File: src/rtl/mem_read_arbiter_if.sv
// Bus bundle for mem_read_arbiter: two requester ports plus the engine's
// control and user-read sides. The arbiter takes the master view and the
// surrounding requesters/engine take the slave view.
interface mem_read_arbiter_if #(
  parameter int unsigned ADDR_WIDTH = 32,
  parameter int unsigned DATA_WIDTH = 32
);
  // Port 0: instruction fill
  logic                  req0_valid;
  logic [ADDR_WIDTH-1:0] req0_base;
  logic [ADDR_WIDTH-1:0] req0_length;
  logic                  req0_ready;
  logic                  req0_re;
  logic [DATA_WIDTH-1:0] req0_data;
  logic                  req0_available;
  logic                  req0_done;

  // Port 1: data fill
  logic                  req1_valid;
  logic [ADDR_WIDTH-1:0] req1_base;
  logic [ADDR_WIDTH-1:0] req1_length;
  logic                  req1_ready;
  logic                  req1_re;
  logic [DATA_WIDTH-1:0] req1_data;
  logic                  req1_available;
  logic                  req1_done;

  // Engine control and user-read stream
  logic [ADDR_WIDTH-1:0] mem_control_base;
  logic [ADDR_WIDTH-1:0] mem_control_length;
  logic                  mem_control_go;
  logic                  mem_control_done;
  logic                  mem_user_re;
  logic [DATA_WIDTH-1:0] mem_user_data;
  logic                  mem_user_available;

  modport master (
    input  req0_valid, req0_base, req0_length, req0_re,
    output req0_ready, req0_data, req0_available, req0_done,
    input  req1_valid, req1_base, req1_length, req1_re,
    output req1_ready, req1_data, req1_available, req1_done,
    output mem_control_base, mem_control_length, mem_control_go,
    input  mem_control_done,
    output mem_user_re,
    input  mem_user_data, mem_user_available
  );

  modport slave (
    output req0_valid, req0_base, req0_length, req0_re,
    input  req0_ready, req0_data, req0_available, req0_done,
    output req1_valid, req1_base, req1_length, req1_re,
    input  req1_ready, req1_data, req1_available, req1_done,
    input  mem_control_base, mem_control_length, mem_control_go,
    output mem_control_done,
    input  mem_user_re,
    output mem_user_data, mem_user_available
  );
endinterface

File: src/rtl/mem_read_arbiter.sv
// mem_read_arbiter: round-robin sharing of one burst read engine between an
// instruction-fill port (0) and a data-fill port (1). Accepts a (base, length)
// request, kicks the engine, steers its read stream to the owner and pulses
// the owner's done once all words are delivered and the engine reports done.
module mem_read_arbiter #(
  parameter int unsigned ADDR_WIDTH = 32,
  parameter int unsigned DATA_WIDTH = 32
) (
  input  logic               clk,
  input  logic               rst_n,
  mem_read_arbiter_if.master bus,
  output logic               busy,
  output logic               grant
);

  typedef enum logic [1:0] {
    S_IDLE     = 2'd0,
    S_ISSUE    = 2'd1,
    S_STREAM   = 2'd2,
    S_COMPLETE = 2'd3
  } state_t;

  state_t                r_state;
  logic [ADDR_WIDTH-1:0] r_base;
  logic [ADDR_WIDTH-1:0] r_length;
  logic [ADDR_WIDTH-1:0] r_count;
  logic                  r_grant;
  logic                  r_last_grant;
  logic                  r_done_seen;

  logic                  w_sel_valid;
  logic                  w_sel;
  logic [ADDR_WIDTH-1:0] w_sel_base;
  logic [ADDR_WIDTH-1:0] w_sel_length;
  logic                  w_stream;
  logic                  w_room;
  logic                  w_grant_re;
  logic                  w_mem_re;
  logic                  w_fire;
  logic                  w_avail;
  logic                  w_exit;
  logic [DATA_WIDTH-1:0] w_data;

  // Arbitration in IDLE: a lone requester wins; a tie goes to the port that did not own the last burst.
  always_comb begin
    w_sel_valid = 1'b0;
    w_sel       = 1'b0;
    if (rst_n && (r_state == S_IDLE)) begin
      if (bus.req0_valid && bus.req1_valid) begin
        w_sel_valid = 1'b1;
        w_sel       = ~r_last_grant;
      end else if (bus.req0_valid) begin
        w_sel_valid = 1'b1;
        w_sel       = 1'b0;
      end else if (bus.req1_valid) begin
        w_sel_valid = 1'b1;
        w_sel       = 1'b1;
      end
    end
  end

  assign w_sel_base   = w_sel ? bus.req1_base   : bus.req0_base;
  assign w_sel_length = w_sel ? bus.req1_length : bus.req0_length;

  // Stream steering; the word counter saturating at length blocks any overrun.
  assign w_stream   = (r_state == S_STREAM);
  assign w_room     = (r_count != r_length);
  assign w_grant_re = r_grant ? bus.req1_re : bus.req0_re;
  assign w_mem_re   = w_stream && w_grant_re && w_room;
  assign w_fire     = w_mem_re && bus.mem_user_available;
  assign w_avail    = w_stream && bus.mem_user_available && w_room;
  assign w_data     = w_stream ? bus.mem_user_data : '0;
  assign w_exit     = w_stream && !w_room && (r_done_seen || bus.mem_control_done);

  // Burst sequencer and captured burst context.
  always_ff @(posedge clk) begin
    if (!rst_n) begin
      r_state      <= S_IDLE;
      r_base       <= '0;
      r_length     <= '0;
      r_count      <= '0;
      r_grant      <= 1'b0;
      r_last_grant <= 1'b1;
      r_done_seen  <= 1'b0;
    end else begin
      case (r_state)
        S_IDLE: begin
          if (w_sel_valid) begin
            r_grant     <= w_sel;
            r_base      <= w_sel_base;
            r_length    <= w_sel_length;
            r_count     <= '0;
            r_done_seen <= 1'b0;
            // A zero-length burst never touches the engine.
            r_state     <= (w_sel_length == '0) ? S_COMPLETE : S_ISSUE;
          end
        end
        S_ISSUE: begin
          r_state <= S_STREAM;
        end
        S_STREAM: begin
          if (w_fire) begin
            r_count <= r_count + ADDR_WIDTH'(1);
          end
          if (bus.mem_control_done) begin
            r_done_seen <= 1'b1;
          end
          if (w_exit) begin
            r_state <= S_COMPLETE;
          end
        end
        S_COMPLETE: begin
          r_last_grant <= r_grant;
          r_state      <= S_IDLE;
        end
        default: begin
          r_state <= S_IDLE;
        end
      endcase
    end
  end

  assign bus.req0_ready     = w_sel_valid && !w_sel;
  assign bus.req1_ready     = w_sel_valid && w_sel;
  assign bus.req0_data      = r_grant ? '0 : w_data;
  assign bus.req1_data      = r_grant ? w_data : '0;
  assign bus.req0_available = w_avail && !r_grant;
  assign bus.req1_available = w_avail && r_grant;
  assign bus.req0_done      = (r_state == S_COMPLETE) && !r_grant;
  assign bus.req1_done      = (r_state == S_COMPLETE) && r_grant;

  assign bus.mem_control_base   = (r_state != S_IDLE) ? r_base   : '0;
  assign bus.mem_control_length = (r_state != S_IDLE) ? r_length : '0;
  assign bus.mem_control_go     = (r_state == S_ISSUE);
  assign bus.mem_user_re        = w_mem_re;

  assign busy  = (r_state != S_IDLE);
  assign grant = r_grant;

endmodule

File: src/flat_wrapper.sv
// flat-port wrapper written by rule: the top's interface ports become plain ports
module mem_read_arbiter_flat 
#(
  parameter int unsigned ADDR_WIDTH = 32,
  parameter int unsigned DATA_WIDTH = 32
)
  (clk, rst_n, busy, grant, bus_req0_valid, bus_req0_base, bus_req0_length, bus_req0_re, bus_req0_ready, bus_req0_data, bus_req0_available, bus_req0_done, bus_req1_valid, bus_req1_base, bus_req1_length, bus_req1_re, bus_req1_ready, bus_req1_data, bus_req1_available, bus_req1_done, bus_mem_control_base, bus_mem_control_length, bus_mem_control_go, bus_mem_control_done, bus_mem_user_re, bus_mem_user_data, bus_mem_user_available);
  mem_read_arbiter_if #(.ADDR_WIDTH(ADDR_WIDTH), .DATA_WIDTH(DATA_WIDTH)) bus_i ();
  input  logic clk;
  input  logic rst_n;
  output logic busy;
  output logic grant;
  input wire logic [$bits(bus_i.req0_valid)-1:0] bus_req0_valid;
  input wire logic [$bits(bus_i.req0_base)-1:0] bus_req0_base;
  input wire logic [$bits(bus_i.req0_length)-1:0] bus_req0_length;
  input wire logic [$bits(bus_i.req0_re)-1:0] bus_req0_re;
  output wire logic [$bits(bus_i.req0_ready)-1:0] bus_req0_ready;
  output wire logic [$bits(bus_i.req0_data)-1:0] bus_req0_data;
  output wire logic [$bits(bus_i.req0_available)-1:0] bus_req0_available;
  output wire logic [$bits(bus_i.req0_done)-1:0] bus_req0_done;
  input wire logic [$bits(bus_i.req1_valid)-1:0] bus_req1_valid;
  input wire logic [$bits(bus_i.req1_base)-1:0] bus_req1_base;
  input wire logic [$bits(bus_i.req1_length)-1:0] bus_req1_length;
  input wire logic [$bits(bus_i.req1_re)-1:0] bus_req1_re;
  output wire logic [$bits(bus_i.req1_ready)-1:0] bus_req1_ready;
  output wire logic [$bits(bus_i.req1_data)-1:0] bus_req1_data;
  output wire logic [$bits(bus_i.req1_available)-1:0] bus_req1_available;
  output wire logic [$bits(bus_i.req1_done)-1:0] bus_req1_done;
  output wire logic [$bits(bus_i.mem_control_base)-1:0] bus_mem_control_base;
  output wire logic [$bits(bus_i.mem_control_length)-1:0] bus_mem_control_length;
  output wire logic [$bits(bus_i.mem_control_go)-1:0] bus_mem_control_go;
  input wire logic [$bits(bus_i.mem_control_done)-1:0] bus_mem_control_done;
  output wire logic [$bits(bus_i.mem_user_re)-1:0] bus_mem_user_re;
  input wire logic [$bits(bus_i.mem_user_data)-1:0] bus_mem_user_data;
  input wire logic [$bits(bus_i.mem_user_available)-1:0] bus_mem_user_available;
  assign bus_i.req0_valid = bus_req0_valid;
  assign bus_i.req0_base = bus_req0_base;
  assign bus_i.req0_length = bus_req0_length;
  assign bus_i.req0_re = bus_req0_re;
  assign bus_req0_ready = bus_i.req0_ready;
  assign bus_req0_data = bus_i.req0_data;
  assign bus_req0_available = bus_i.req0_available;
  assign bus_req0_done = bus_i.req0_done;
  assign bus_i.req1_valid = bus_req1_valid;
  assign bus_i.req1_base = bus_req1_base;
  assign bus_i.req1_length = bus_req1_length;
  assign bus_i.req1_re = bus_req1_re;
  assign bus_req1_ready = bus_i.req1_ready;
  assign bus_req1_data = bus_i.req1_data;
  assign bus_req1_available = bus_i.req1_available;
  assign bus_req1_done = bus_i.req1_done;
  assign bus_mem_control_base = bus_i.mem_control_base;
  assign bus_mem_control_length = bus_i.mem_control_length;
  assign bus_mem_control_go = bus_i.mem_control_go;
  assign bus_i.mem_control_done = bus_mem_control_done;
  assign bus_mem_user_re = bus_i.mem_user_re;
  assign bus_i.mem_user_data = bus_mem_user_data;
  assign bus_i.mem_user_available = bus_mem_user_available;
  mem_read_arbiter #(.ADDR_WIDTH(ADDR_WIDTH), .DATA_WIDTH(DATA_WIDTH)) u_core (.clk(clk), .rst_n(rst_n), .bus(bus_i), .busy(busy), .grant(grant));
endmodule
File: config.mk
export PLATFORM = sky130hd
export DESIGN_NAME = mem_read_arbiter_flat
export DESIGN_NICKNAME = d
export VERILOG_FILES = /design/src/rtl/mem_read_arbiter_if.sv /design/src/rtl/mem_read_arbiter.sv /design/src/flat_wrapper.sv
export SDC_FILE = /design/constraint.sdc
export NUM_CORES = 1
export LEC_CHECK = 0
export CORE_MARGIN = 3
export CORE_UTILIZATION = 41
export CTS_CLUSTER_SIZE = 16
export DETAILED_ROUTE_END_ITERATION = 8
export PLACE_DENSITY_LB_ADDON = 0.25
export SKIP_CTS_REPAIR_TIMING = 1
export SYNTH_ARGS = -nofsm -noshare
export SYNTH_HDL_FRONTEND = slang
export SYNTH_SLANG_ARGS = --single-unit
File: constraint.sdc
create_clock -name clk -period 2.9 [get_ports clk]
set_clock_uncertainty 0.1 [all_clocks]
set_input_delay 0.435 -clock clk [delete_from_list [all_inputs] [get_ports clk]]
set_output_delay 0.435 -clock clk [all_outputs]
set_load 0.03 [all_outputs]
Yosys cells after proc, flatten, opt, wreduce, memory -nomap -nowiden
Index checks and enable logic that the tools add are counted.

Flip-flop bits (word level): 101. Bits of input ports: 168. Logic and storage cells: 69.

$add $sub $neg: 1. Equal/unequal tests: 8. Multiplexer cells: 25. Bitwise operators: 1. Reduce and logical (&&, ||, !) cells: 27.

Operator list (count): 32-bit 2-to-1 mux (9); 32-bit one-hot mux with 2 select lines (1); 32-bit by 1-bit adder with 32-bit output (second input constant) (1); 32-bit zero test (1); 32-bit inequality test (1); 1-bit logical AND (15); 1-bit 2-to-1 mux (10); 2-bit one-hot mux with 4 select lines (1); 2-bit 2-to-1 mux (3); 2-bit inequality test (second input constant) (3); 3-bit AND reduction (2); 2-bit == test (second input constant) (2); 2-bit AND reduction (2); 2-bit nonzero test (2); 1-bit zero test (3); 2-bit by 1-bit == test with 1-bit output (second input constant) (1); 2-bit zero test (1); 2-bit by 1-bit inequality test with 1-bit output (second input constant) (1); 1-bit one-hot mux with 2 select lines (1); 1-bit logical OR (1); 1-bit NOT (1).

Depth between registers and ports, before layout
Gate-level depths: netlist of the first run.

Word-level depth: 9. Depth in mapped cells: 11. Gate-level depth less buffers: 9.

Worst setup path after synthesis of the first run
No wires, ideal clock.

Path type: reg2reg. From: register u_core.r_state[0]. To: register u_core.r_count[30]. Data arrival time: 2.357 ns. Required time: 2.738 ns. Path slack: 0.381 ns. Stages on the path, launching flop included: 11. Cells stage by stage: dfxtp_1 > inv_1 > ha_1 > o211ai_1 > o21ai_1 > and3_1 > nand2_1 > or4_1 > buf_2 > or4_1 > nand3_1.

Word-level cells in the longest chain between the ends: 6.

RTL lines: from (decl) (RTL line mem_read_arbiter.sv:23) `state_t r_state;`; from (signal assigned) (RTL line mem_read_arbiter.sv:95) `r_state <= (w_sel_length == '0) ? S_COMPLETE : S_ISSUE;`; 2-bit == test (RTL line mem_read_arbiter.sv:66, mem_read_arbiter.sv:86); 1-bit logical AND (2 in a row) (RTL line mem_read_arbiter.sv:69) `assign w_mem_re = w_stream && w_grant_re && w_room;`; 1-bit logical AND (RTL line mem_read_arbiter.sv:70) `assign w_fire = w_mem_re && bus.mem_user_available;`; 2-bit inequality test (no line); 3-bit AND reduction (no line); to (signal assigned) (RTL line mem_read_arbiter.sv:103) `r_count <= r_count + ADDR_WIDTH'(1);`; to (decl) (RTL line mem_read_arbiter.sv:26) `logic [ADDR_WIDTH-1:0] r_count;`.

Parallel ways exist; a longest one is shown, timed or not. A chain may end at the register's enable or synchronous reset.

Worst setup path after layout of the first run
From: register u_core.r_state[0]. To: output bus_mem_control_base[22].

Word-level cells in the longest chain between the ends: 2.

RTL lines: 2-bit nonzero test (RTL line mem_read_arbiter.sv:132) `assign bus.mem_control_base = (r_state != S_IDLE) ? r_base : '0;`; 32-bit 2-to-1 mux (RTL line mem_read_arbiter.sv:132); to (decl) (RTL line flat_wrapper.sv:29) `output wire logic [$bits(bus_i.mem_control_base)-1:0] bus_mem_control_base;`.

Every way passes these cells.

==> results of run 1 <==
-- layout make-up --
type                       instances  share of cell area
inverter                          10             0.00387
tap                              184              0.0237
multi-input combinational        578               0.393
sequential                       101               0.208
clock buffer                       9              0.0232
timing repair buffer             351               0.340
clock inverter                     7             0.00773
-- power by group through the flow --
| stage | Sequential, mW | Combinational (mW) | Clock [mW] |
|---|---|---|---|
| after global routing | 1.77 | 2.40 | 1.29 |
| after detailed placement | 1.77 | 2.22 | 0 |
| after floorplan | 1.72 | 1.31 | 0 |
| final | 1.75 | 2.24 | 1.23 |
| after global placement | 1.77 | 2.20 | 0 |
| after CTS | 1.74 | 2.24 | 1.24 |
-- worst min path at each step --
stage	startpoint	endpoint	slack, ns	cells past startpoint
2_1_floorplan	u_core.r_last_grant$_SDFFE_PN1N_	u_core.r_last_grant$_SDFFE_PN1N_	0.33	2
3_3_place_gp	u_core.r_last_grant$_SDFFE_PN1N_	u_core.r_last_grant$_SDFFE_PN1N_	0.35	2
3_5_place_dp	u_core.r_last_grant$_SDFFE_PN1N_	u_core.r_last_grant$_SDFFE_PN1N_	0.38	2
4_1_cts	u_core.r_last_grant$_SDFFE_PN1N_	u_core.r_last_grant$_SDFFE_PN1N_	0.40	2
5_1_grt	u_core.r_last_grant$_SDFFE_PN1N_	u_core.r_last_grant$_SDFFE_PN1N_	0.42	2
6_report	u_core.r_last_grant$_SDFFE_PN1N_	u_core.r_last_grant$_SDFFE_PN1N_	0.40	2
-- logic make-up (layout without fill, tap and decap cells) --
group,Yosys count,count (layout)
compound gates,132,132
xor+xnor,33,33
fa+ha+maj,6,6
buf+inv,80,377
flops,101,101
mux,36,36
simple gates,371,371
-- critical path, delay by kind of cell (launching register included) --
kind	cells	cell delay (ns)
flops	1	0.40
buf+inv	3	1.02
simple gates	1	0.20
fa+ha+maj	1	0.23
-- synthesized netlist by cell type, types with 21 or more instances --
library cell	n
clkbuf_1	53
nand2_1	46
a222oi_1	32
and2_1	37
xnor2_1	32
o21ai_0	47
nor2_1	22
mux2i_1	35
nor2b_1	97
nand3_1	56
nand4_1	21
and3_1	37
dfxtp_1	101
-- per-layer routing --
metal | vias up | wire [um] | track usage
li1 | 3356 | - | -
met1 | 3181 | 9150 | 0.322
met2 | 287 | 11600 | 0.462
met3 | 51 | 1720 | 0.0763
met4 | 0 | 722 | 0.0849
met5 | - | 0 | 0
-- stage by stage --
stage / hold WS (ns) / instance area, um^2 / utilization / setup WS [ns] / cells
final: 0.405 / 9710 / 0.665 / 0.119 / 1240
after global routing: 0.424 / 9710 / 0.665 / 0.00625 / 1240
after CTS: 0.404 / 9690 / 0.664 / -0.231 / 1240
after detailed placement: 0.384 / 9390 / 0.644 / 0.0846 / 1224
after global placement: 0.351 / 9390 / 0.644 / 0.129 / 1224
after floorplan: 0.332 / 6130 / - / 0.381 / 759
-- sequential cells by signal, indices dropped and copies added (netlist names) --
register / flops
u_core.r_state: 2
u_core.r_done_seen: 1
u_core.r_last_grant: 1
u_core.r_count: 32
u_core.r_length: 32
u_core.grant: 1
u_core.r_base: 32
==> results.py, run 1 <==
metrics = {
    "run_status": {
        "status": "completed",
    },
    "final_layout": {
        "diodes": 0,
        "final-seq-area_um2": 2020,
        "layout_common_cells": "clkdlybuf4s50_1 (259), dfxtp_1 (101), nor2b_1 (97), buf_4 (88), nand3_1 (55)",
        "fillers": 1229,
        "drive_gt1_frac": 0.114,
        "final_common_cell": "clkdlybuf4s50_1",
        "areaGrowthSynthToFinish_pct": 58.3,
        "multiInputGateArea_um2": 3820,
        "layout.nets": 1225,
    },
    "synth": {
        "synth_fp_nets": 933,
        "synth-compound-area-share": 0.152,
        "synth.avg_cell_area_um2": 8.08,
        "synthTopCellsByArea": "dfxtp_1 (33%), nor2b_1 (9.9%), mux2i_1 (5.7%)",
        "async_flop_share": 0,
        "synth_flop_cell": "dfxtp_1",
        "ys_types": 53,
        "synth.area.mux_share": 0.0590,
        "synth_edf_count": 0,
        "synth-simple-area-share": 0.348,
        "synth_xor_area_frac": 0.0471,
        "ys_seq_area_frac": 0.330,
        "synth_top_area_cell": "dfxtp_1",
        "yosys_warnings": 0,
        "yosysTopAreaCellShare": 0.330,
        "synth_top_family_by_area": "simple AND/OR/NAND/NOR gates",
        "syn-instance-count": 759,
        "syn_area_um2": 6130,
        "synth_seq_cells": 101,
        "synth_fa_ha_area_frac": 0.0122,
    },
    "sta": {
        "finalHoldViolations": 0,
        "fin_crit_sh": 0.959,
        "rsz0062_at_grt": "false",
        "tns_ns": 0,
        "max-slew-margin-rel": 0.416,
        "drv_slew": 0,
        "fin_crit_ns": 2.78,
        "setup_viol": 0,
        "max_freq_mhz": 360,
        "tightestPinTransition_ns": 0.876,
    },
    "power": {
        "cellLeakagePower_nw": 3.88,
        "comb_power_share": 0.430,
        "power_per_cell_area_nw_per_um2": 537,
        "p_int_mw": 3.17,
        "pwr-share-clk": 0.235,
        "seqPwrFrac": 0.335,
        "power_mw": 5.21,
        "p_switching_mw": 2.04,
        "switching_share": 0.392,
        "ir_drop_v": 0.000347,
    },
    "global_routing": {
        "grt_usage": 0.268,
        "grt_pass1_wl_mm": 35.4,
        "grt_pass1_vias": 6607,
        "grt-ovfl-total": 0,
        "antenna_found_initial": 0,
        "grt_max_degree": 98,
    },
    "critical_path": {
        "worstRegToRegCells": 9,
        "max_stage_delay_ns": 0.72,
        "r2r-start": "u_core.r_count[9]$_SDFFE_PN0P_",
        "cp-startpoint": "u_core.r_state[0]$_SDFFE_PN0P_",
        "critPathKind": "flop to output port",
        "worstReg2RegEnd": "u_core.r_count[24]$_SDFFE_PN0P_",
        "crit_path_end": "bus_mem_control_base[22]",
        "crit_required_ns": 2.37,
        "cp-end-kind": "output port",
        "critical-path-slowest-cell": "clkdlybuf4s50_1",
        "r2r_slack_ns": 0.21,
        "crit_chain": "inv_1, ha_2, buf_12, nor2b_1, clkdlybuf4s50_1",
        "crit_arrival_ns": 2.25,
        "start_kind": "flop",
        "crit_fanout": 67,
    },
    "clock_tree": {
        "cts_tree": "done",
        "clock_sinks": 101,
        "cts_made_buffers": 9,
        "clk_latency_ns": 0.35,
        "clock_path_buffers": 2,
        "cts_root_buf": "clkbuf_16",
        "htree_levels": 3,
        "clkSlewWorstSetupHoldPaths_ns": 0.08,
    },
    "floorplan": {
        "dieArea_um2": 16500,
        "io_pins": 306,
        "core_um2": 14600,
        "die_h_um": 128,
        "start_util": 0.420,
        "die_w_um": 128,
        "rows": 44,
    },
    "placed_design": {
        "finalWeightedCongestion": 0.910,
        "hpwlAfterDp_mm": 18.2,
        "port-buffer-count": 305,
    },
    "worst_hold_path": {
        "hp-class": "flop to flop",
    },
    "route": {
        "drtIter0Drc": 545,
        "routed_via_density": 5.54,
        "post_drt_wl_per_cell_um": 18.7,
        "vias": 6875,
        "first_pass_iters": 6,
        "final_antenna_net_count": 0,
        "post-route-drc-count": 0,
        "routed_wl_mm": 23.2,
    },
    "flow_run": {
        "maxCapViolCount": 0,
    },
}
Note: power is estimated with default switching activity, not from simulation.
==> inputs of run 2 (changes only) <==
--- a/config.mk
+++ b/config.mk
@@ -11,6 +11,7 @@
 export DETAILED_ROUTE_END_ITERATION = 8
 export PLACE_DENSITY_LB_ADDON = 0.25
 export SKIP_CTS_REPAIR_TIMING = 1
+export SLEW_MARGIN = 0
 export SYNTH_ARGS = -nofsm -noshare
 export SYNTH_HDL_FRONTEND = slang
 export SYNTH_SLANG_ARGS = --single-unit
==> results of run 2 <==
The final DEF is identical to that of run 1; final timing and power are the same.
